===== config.mk =====
export PLATFORM = sky130hd
export DESIGN_NAME = uart_tx_arb
export DESIGN_NICKNAME = d
export VERILOG_FILES = /design/src/rtl/uart_tx_arb.sv
export SDC_FILE = /design/constraint.sdc
export NUM_CORES = 1
export LEC_CHECK = 0
export ABC_CLOCK_PERIOD_IN_PS = 2200
export BUFFER_PORTS_ARGS = -buffer_cell sky130_fd_sc_hd__buf_2
export CAP_MARGIN = 20
export CORE_MARGIN = 2
export CORE_UTILIZATION = 35
export CTS_BUF_LIST = sky130_fd_sc_hd__clkbuf_16
export DETAILED_ROUTE_END_ITERATION = 8
export MAX_ROUTING_LAYER = met4
export PLACE_DENSITY = 0.66
export SKIP_LAST_GASP = 1
export SLEW_MARGIN = 0
export SYNTH_ARGS = -nofsm -noshare
export SYNTH_HDL_FRONTEND = slang
export SYNTH_SLANG_ARGS = --single-unit

===== constraint.sdc =====
create_clock -name PCLK -period 2.2 [get_ports PCLK]
set_input_delay 0.22 -clock PCLK [delete_from_list [all_inputs] [get_ports PCLK]]
set_output_delay 0.22 -clock PCLK [all_outputs]
set_load 0.005 [all_outputs]

===== src/rtl/uart_tx_arb.sv =====
// Round-robin arbiter that lets four byte-stream requesters share one UART TX FIFO write port.
// Optional owner-stall timeout is enabled by defining UART_ARB_TIMEOUT_EN.
module uart_tx_arb #(
  parameter int MAX_BURST = 16
) (
  input  logic        PCLK,
  input  logic        PRESET,
  input  logic [3:0]  req_valid,
  input  logic [31:0] req_data,
  input  logic [3:0]  req_last,
  output logic [3:0]  req_ready,
  output logic [7:0]  fifo_wdata,
  output logic        fifo_wr_en,
  input  logic        fifo_full,
  output logic [1:0]  grant_id,
  output logic        busy,
  output logic        timeout_err
);

  typedef enum logic {IDLE = 1'b0, XFER = 1'b1} state_t;

  state_t      state_q, state_d;
  logic [1:0]  grant_q, grant_d;
  logic [1:0]  last_grant_q, last_grant_d;
  logic [7:0]  burst_cnt_q, burst_cnt_d;
  logic [1:0]  rr_pick, cand;
  logic        rr_found;
  logic        owner_valid, xfer_go, end_burst;

`ifdef UART_ARB_TIMEOUT_EN
  localparam logic [5:0] IDLE_LIMIT = 6'd63;
  logic [5:0]  idle_cnt_q, idle_cnt_d;
  logic        timeout_q, timeout_d;
`endif

  // Search order starts just after the previous owner; offset 4 wraps back to it.
  always_comb begin
    rr_pick  = last_grant_q;
    rr_found = 1'b0;
    cand     = '0;
    for (int off = 1; off <= 4; off++) begin
      cand = last_grant_q + 2'(off);
      if (!rr_found && req_valid[cand]) begin
        rr_pick  = cand;
        rr_found = 1'b1;
      end
    end
  end

  // A byte moves only when the owner's valid and its ready are both high in the same
  // cycle; ready mirrors ~fifo_full for the owner alone and is never gated by valid.
  assign owner_valid = req_valid[grant_q];
  assign xfer_go     = (state_q == XFER) && owner_valid && !fifo_full;
  assign end_burst   = req_last[grant_q] || (burst_cnt_q == 8'(MAX_BURST - 1));

  always_comb begin
    req_ready = '0;
    if (state_q == XFER) begin
      req_ready[grant_q] = !fifo_full;
    end
  end

  assign fifo_wr_en = xfer_go;
  assign fifo_wdata = xfer_go ? req_data[{grant_q, 3'b000} +: 8] : 8'h00;

  always_comb begin
    state_d      = state_q;
    grant_d      = grant_q;
    last_grant_d = last_grant_q;
    burst_cnt_d  = burst_cnt_q;
`ifdef UART_ARB_TIMEOUT_EN
    idle_cnt_d   = idle_cnt_q;
    timeout_d    = 1'b0;
`endif
    case (state_q)
      IDLE: begin
`ifdef UART_ARB_TIMEOUT_EN
        idle_cnt_d = '0;
`endif
        if (rr_found) begin
          grant_d     = rr_pick;
          burst_cnt_d = '0;
          state_d     = XFER;
        end
      end
      XFER: begin
        if (xfer_go) begin
          burst_cnt_d = burst_cnt_q + 8'd1;
          if (end_burst) begin
            state_d      = IDLE;
            last_grant_d = grant_q;
          end
        end
`ifdef UART_ARB_TIMEOUT_EN
        // A silent owner is evicted once its idle run would reach the limit.
        if (owner_valid) begin
          idle_cnt_d = '0;
        end else if (idle_cnt_q == IDLE_LIMIT - 6'd1) begin
          idle_cnt_d   = '0;
          state_d      = IDLE;
          last_grant_d = grant_q;
          timeout_d    = 1'b1;
        end else begin
          idle_cnt_d = idle_cnt_q + 6'd1;
        end
`endif
      end
      default: state_d = IDLE;
    endcase
  end

  always_ff @(posedge PCLK or posedge PRESET) begin
    if (PRESET) begin
      state_q      <= IDLE;
      grant_q      <= '0;
      last_grant_q <= 2'd3;
      burst_cnt_q  <= '0;
`ifdef UART_ARB_TIMEOUT_EN
      idle_cnt_q   <= '0;
      timeout_q    <= 1'b0;
`endif
    end else begin
      state_q      <= state_d;
      grant_q      <= grant_d;
      last_grant_q <= last_grant_d;
      burst_cnt_q  <= burst_cnt_d;
`ifdef UART_ARB_TIMEOUT_EN
      idle_cnt_q   <= idle_cnt_d;
      timeout_q    <= timeout_d;
`endif
    end
  end

  assign grant_id = grant_q;
  assign busy     = (state_q == XFER);
`ifdef UART_ARB_TIMEOUT_EN
  assign timeout_err = timeout_q;
`else
  assign timeout_err = 1'b0;
`endif

endmodule


==> flow_metrics.tcl, run 1 <==
set metrics [dict create \
    status "complete, but fails checks" \
    violations "negative hold slack" \
    synth.avg_cell_area_sq_um 10.79 \
    syn_nets 144 \
    placed_cells 187 \
    drive_above_1_share 0.5000 \
    antenna_found_initial 0 \
    hpwl_um 2296 \
    post-cts-setup-buffers 0 \
    io_buffer_count 58 \
    rsz0062_at_grt "false" \
    cts_resized 0 \
    finClkSkew_ns 0.003181 \
    max-vdd-ir-drop_uv 697.7 \
    routedWlPerCell_um 15.13 \
    maxCapViolCount 0 \
    via_per_inst 5.429 \
    ios 60 \
    crit_type "reg2out" \
    synthCells 100 \
    worstPathRequired_ns 1.98 \
    setup_violations 0 \
    cts_hold_buf 0 \
    cp-start-kind "flip-flop" \
    tightest_slew_ns 0.5332 \
    yosysTopAreaCellShare 0.2552 \
    yosys_warnings 0 \
    overflow 0 \
    ys_types 40 \
    cts_made_buffers 3 \
    row_count 20 \
    diodes 0 \
    period_share 0.8944 \
    post-route-util 0.4875 \
    end_kind "primary output" \
    leakage_nw 0.7827 \
    finalMaxSlewViolations 0 \
    post-route-min-period_ns 1.968 \
    grt_pass1_vias 997 \
    slew_headroom 0.6412 \
    cp.arrival_ns 1.75 \
    clockBufferDepth 2 \
    dieArea_sq_um 3541 \
    netlist_area_sq_um 1079 \
    wirelength_um 2889 \
    cts.sinks 13 \
    cts-root-buf "clkbuf_16" \
    synth_top_area_cell "dfrtp_1" \
    grt_max_degree 17 \
    clk_pin_slew_worst_paths_ns 0.05 \
    whs_ns -0.004400 \
    drc_errors 0 \
    dr.pass1.iters 4 \
    synthArstFlopShare 1.000 \
    core_area_sq_um 3003 \
    htreeDepth 1 \
    ys_ff_latch 13 \
    gp_congestion 0.8343 \
    fmax_mhz 508.2 \
    synth-edff-count 0 \
    tritoncts "yes" \
    clk_latency_ns 0.25 \
    yosysSeqAreaShare 0.3039 \
    fp.dieH_um 59.51 \
    worst_slack_ns 0.2323 \
    fin_nets 203 \
    area_growth_pct 35.73 \
    initial_core_util 0.3592 \
    num_vias 1037 \
    ant_nets 0 \
    crit_fanout 16 \
    drt_iter0_markers 28 \
    yosys-top-cells-area "dfrtp_1 26%, mux4_2 13%, mux4_1 9.7%" \
    power.density_nw_per_um2 1031 \
    grt_pass1_wl_um 4560 \
    dp_slack_ns 0.4248 \
    synthFlopType "dfrtp_1" \
    min_path_type "in2async" \
    hold_viol_final 11 \
    die_x_um 59.51 \
    grt_usage 0.1800 \
    finalNonFillerCells 191 \
    totalNegativeSetupSlack_ns 0 \
]
==> layer usage <==
| metal | GRT usage | routed length [um] | vias up |
|---|---|---|---|
| li1 | - | - | 502 |
| met1 | 0.2085 | 1198 | 488 |
| met2 | 0.3124 | 1461 | 45 |
| met3 | 0.03493 | 195 | 2 |
| met4 | 0.05714 | 33 | 0 |
| met5 | - | 0 | - |
==> sequential cells by signal (all words and copies together) (netlist names) <==
name,flops
burst_cnt_q,8
busy,1
grant_id,2
last_grant_q,2
==> critical path, stage by stage (launching register included) <==
cell     delay [ns]
dfrtp_1        0.36
buf_4          0.25
mux4_1         0.58
and3_1         0.19
buf_2          0.12
==> synthesized netlist by cell type (all sizes together) (3+ instances only) <==
cell type and instances:
nor2 7, nand4 4, xor2 4, inv 5, nand2 9, dfrtp 11
buf 5, nor2b 3, and3 10, nand3 4, mux4 10
==> cell families after synthesis <==
logic type	Yosys count	share of synthesized area
AND/OR/NAND/NOR	43	0.2274
AO/OA/AOI/OAI	13	0.09978
multiplexers	13	0.2599
flip-flops	13	0.3039
buffers and inverters	12	0.06149
XOR/XNOR	4	0.03248
adder cells (fa/ha/maj)	1	0.01160
other	1	0.003477
==> report_power, final <==
group | switching [mW] | leakage [nW] | internal, mW
sequential | 0.0768 | 0.166 | 0.316
combinational | 0.368 | 0.574 | 0.404
clock | 0.104 | 0.0423 | 0.240
total | 0.549 | 0.783 | 0.960
==> final cells by class <==
class,count,area (sq um)
clock buffers,3,75.07
flip-flops and latches,13,327.8
fillers,288,1539
well taps,33,41.29
repair buffers,61,312.8
clock inverters,1,3.754
multi-input cells,75,684.4
inverters,5,18.77
==> final timing paths <==
check / start / endpoint / slack [ns] / cells past startpoint
min in group PCLK: req_valid[3] / grant_id[1] / 0.28 / 3
max reg2reg: grant_id[0] / last_grant_q[0] / 0.45 / 5
max in group asynchronous: PRESET / last_grant_q[1] / 1.84 / 2
max: grant_id[0] / fifo_wdata[2] / 0.23 / 4
min reg2reg: burst_cnt_q[7] / burst_cnt_q[7] / 0.49 / 1
min: PRESET / burst_cnt_q[1] / -0.004 / 2
==> through the flow <==
step | power, mW | cell area (sq um)
floorplan | 0.9642 | 1079
global placement | 1.147 | 1385
detailed placement | 1.177 | 1385
CTS | 1.533 | 1464
global route | 1.626 | 1464
finish | 1.509 | 1464
==> cells in the final DEF (no fill, tap or decap), drive strengths merged, types with 3 or more instances in the layout <==
master / synthesis / routed
and3: 10 / 10
buf: 5 / 61
clkbuf: 2 / 3
dfrtp: 11 / 11
inv: 5 / 6
mux4: 10 / 10
nand2: 9 / 9
nand3: 4 / 4
nand4: 4 / 4
nor2: 7 / 7
nor2b: 3 / 3
xor2: 4 / 4
Note: power is estimated with default switching activity, not from simulation.
==> run 2: changes to the inputs <==
- MAX_ROUTING_LAYER: met4 -> not set
==> flow_metrics.tcl, run 2 (synthesis gave the netlist of run 1 again) <==
set metrics [dict create \
    status "complete, but fails checks" \
    violations "negative hold slack" \
    dr.pass1.iters 4 \
    cts.sinks 13 \
    crit_fanout 16 \
    crit_type "reg2out" \
    internal_power_mw 0.9600 \
    core_area_sq_um 3003 \
    leakage_nw 0.7827 \
    tritoncts "yes" \
    fin_nets 203 \
    num_vias 1036 \
    antenna_found_initial 0 \
    fp.dieH_um 59.51 \
    overflow 0 \
    power.share.switching 0.3632 \
    ios 60 \
    grt_max_degree 17 \
    slew_headroom 0.6401 \
    io_buffer_count 58 \
    post-cts-setup-buffers 0 \
    hold_viol_final 11 \
    area_growth_pct 35.73 \
    diodes 0 \
    totalNegativeSetupSlack_ns 0 \
    seqPwrFrac 0.260 \
    cts-root-buf "clkbuf_16" \
    clk_pin_slew_worst_paths_ns 0.05 \
    cts_hold_buf 0 \
    cts_made_buffers 3 \
    p_sw_mw 0.5474 \
    initial_core_util 0.3592 \
    clockBufferDepth 2 \
    combPwrFrac 0.512 \
    hpwl_um 2296 \
    area.sequential_sq_um 327.8 \
    cts_resized 0 \
    mostFrequentLayoutCell "buf_2" \
    drc_errors 0 \
    grt_pass1_vias 993 \
    cp.arrival_ns 1.75 \
    largest-register "burst_cnt_q" \
    wirelength_um 2881 \
    max-vdd-ir-drop_uv 698.5 \
    power.share.clock 0.228 \
    power.density_nw_per_um2 1030 \
    post-route-min-period_ns 1.968 \
    grt_pass1_wl_um 4547 \
    routedWlPerCell_um 15.08 \
    whs_ns -0.004720 \
    fmax_mhz 508.2 \
    nFillCells 288 \
    clk_latency_ns 0.25 \
    die_x_um 59.51 \
    worstPathRequired_ns 1.98 \
    min_path_type "in2async" \
    rsz0062_at_grt "false" \
    row_count 20 \
    cp-start-kind "flip-flop" \
    grt_usage 0.1744 \
    setup_violations 0 \
    largest_reg_flops 8 \
    via_per_inst 5.424 \
    drive_above_1_share 0.5000 \
    finClkSkew_ns 0.003669 \
    end_kind "primary output" \
    maxCapViolCount 0 \
    tightest_slew_ns 0.5350 \
    reg2reg_slack_ns 0.45 \
    period_share 0.8945 \
    finalMaxSlewViolations 0 \
    layout_common_cells "58 x buf_2, 11 x dfrtp_1, 10 x and3_1" \
    gp_congestion 0.8219 \
    drt_iter0_markers 24 \
    htreeDepth 1 \
    dieArea_sq_um 3541 \
    multi_input_area_sq_um 684.4 \
    ant_nets 0 \
]
==> run 2: worst paths after layout <==
kind,start,to,depth (start not counted)
worst min-delay path,PRESET,grant_id[0],2
max in group asynchronous,PRESET,last_grant_q[1],2
worst max register to register,grant_id[0],last_grant_q[0],5
min in group PCLK,req_valid[3],grant_id[1],3
worst max-delay path,grant_id[0],fifo_wdata[2],4
worst min register to register,burst_cnt_q[7],burst_cnt_q[7],1
==> run 2: final cells by class <==
type | count | area share
timing repair buffer | 61 | 0.2137
inverter | 5 | 0.01282
clock inverter | 1 | 0.002564
tap | 33 | 0.02821
clock buffer | 3 | 0.05128
multi-input combinational | 75 | 0.4675
sequential | 13 | 0.2239
==> run 2: stage by stage <==
step / instances / cell area [sq um] / power, mW / setup slack (ns) / util
final: 191 / 1464 / 1.507 / 0.2321 / 0.4875
after detailed placement: 187 / 1385 / 1.177 / 0.4248 / 0.4613
after floorplan: 100 / 1079 / 0.9642 / 0.5799 / -
after global routing: 191 / 1464 / 1.625 / 0.1469 / 0.4875
after global placement: 187 / 1385 / 1.147 / 0.4878 / 0.4613
after CTS: 191 / 1464 / 1.533 / 0.2075 / 0.4875
==> run 2: power by group through the flow <==
stage	combinational, mW	clock (mW)	sequential, mW
6_report	0.771	0.344	0.392
2_1_floorplan	0.592	0	0.372
3_5_place_dp	0.783	0	0.394
5_1_grt	0.856	0.366	0.403
4_1_cts	0.785	0.358	0.390
3_3_place_gp	0.760	0	0.387
==> run 2: routing by layer <==
layer / track usage / wire length, um / vias up
met4: 0.05714 / 33 / 0
met5: 0 / 0 / -
li1: - / - / 502
met3: 0.03712 / 193 / 2
met2: 0.3140 / 1469 / 44
met1: 0.2044 / 1184 / 488
==> run 2: worst max-delay path, cell delays in order (launching register included) <==
cell and delay (ns):
dfrtp_1 0.36, buf_4 0.25, mux4_1 0.58, and3_1 0.19, buf_2 0.12
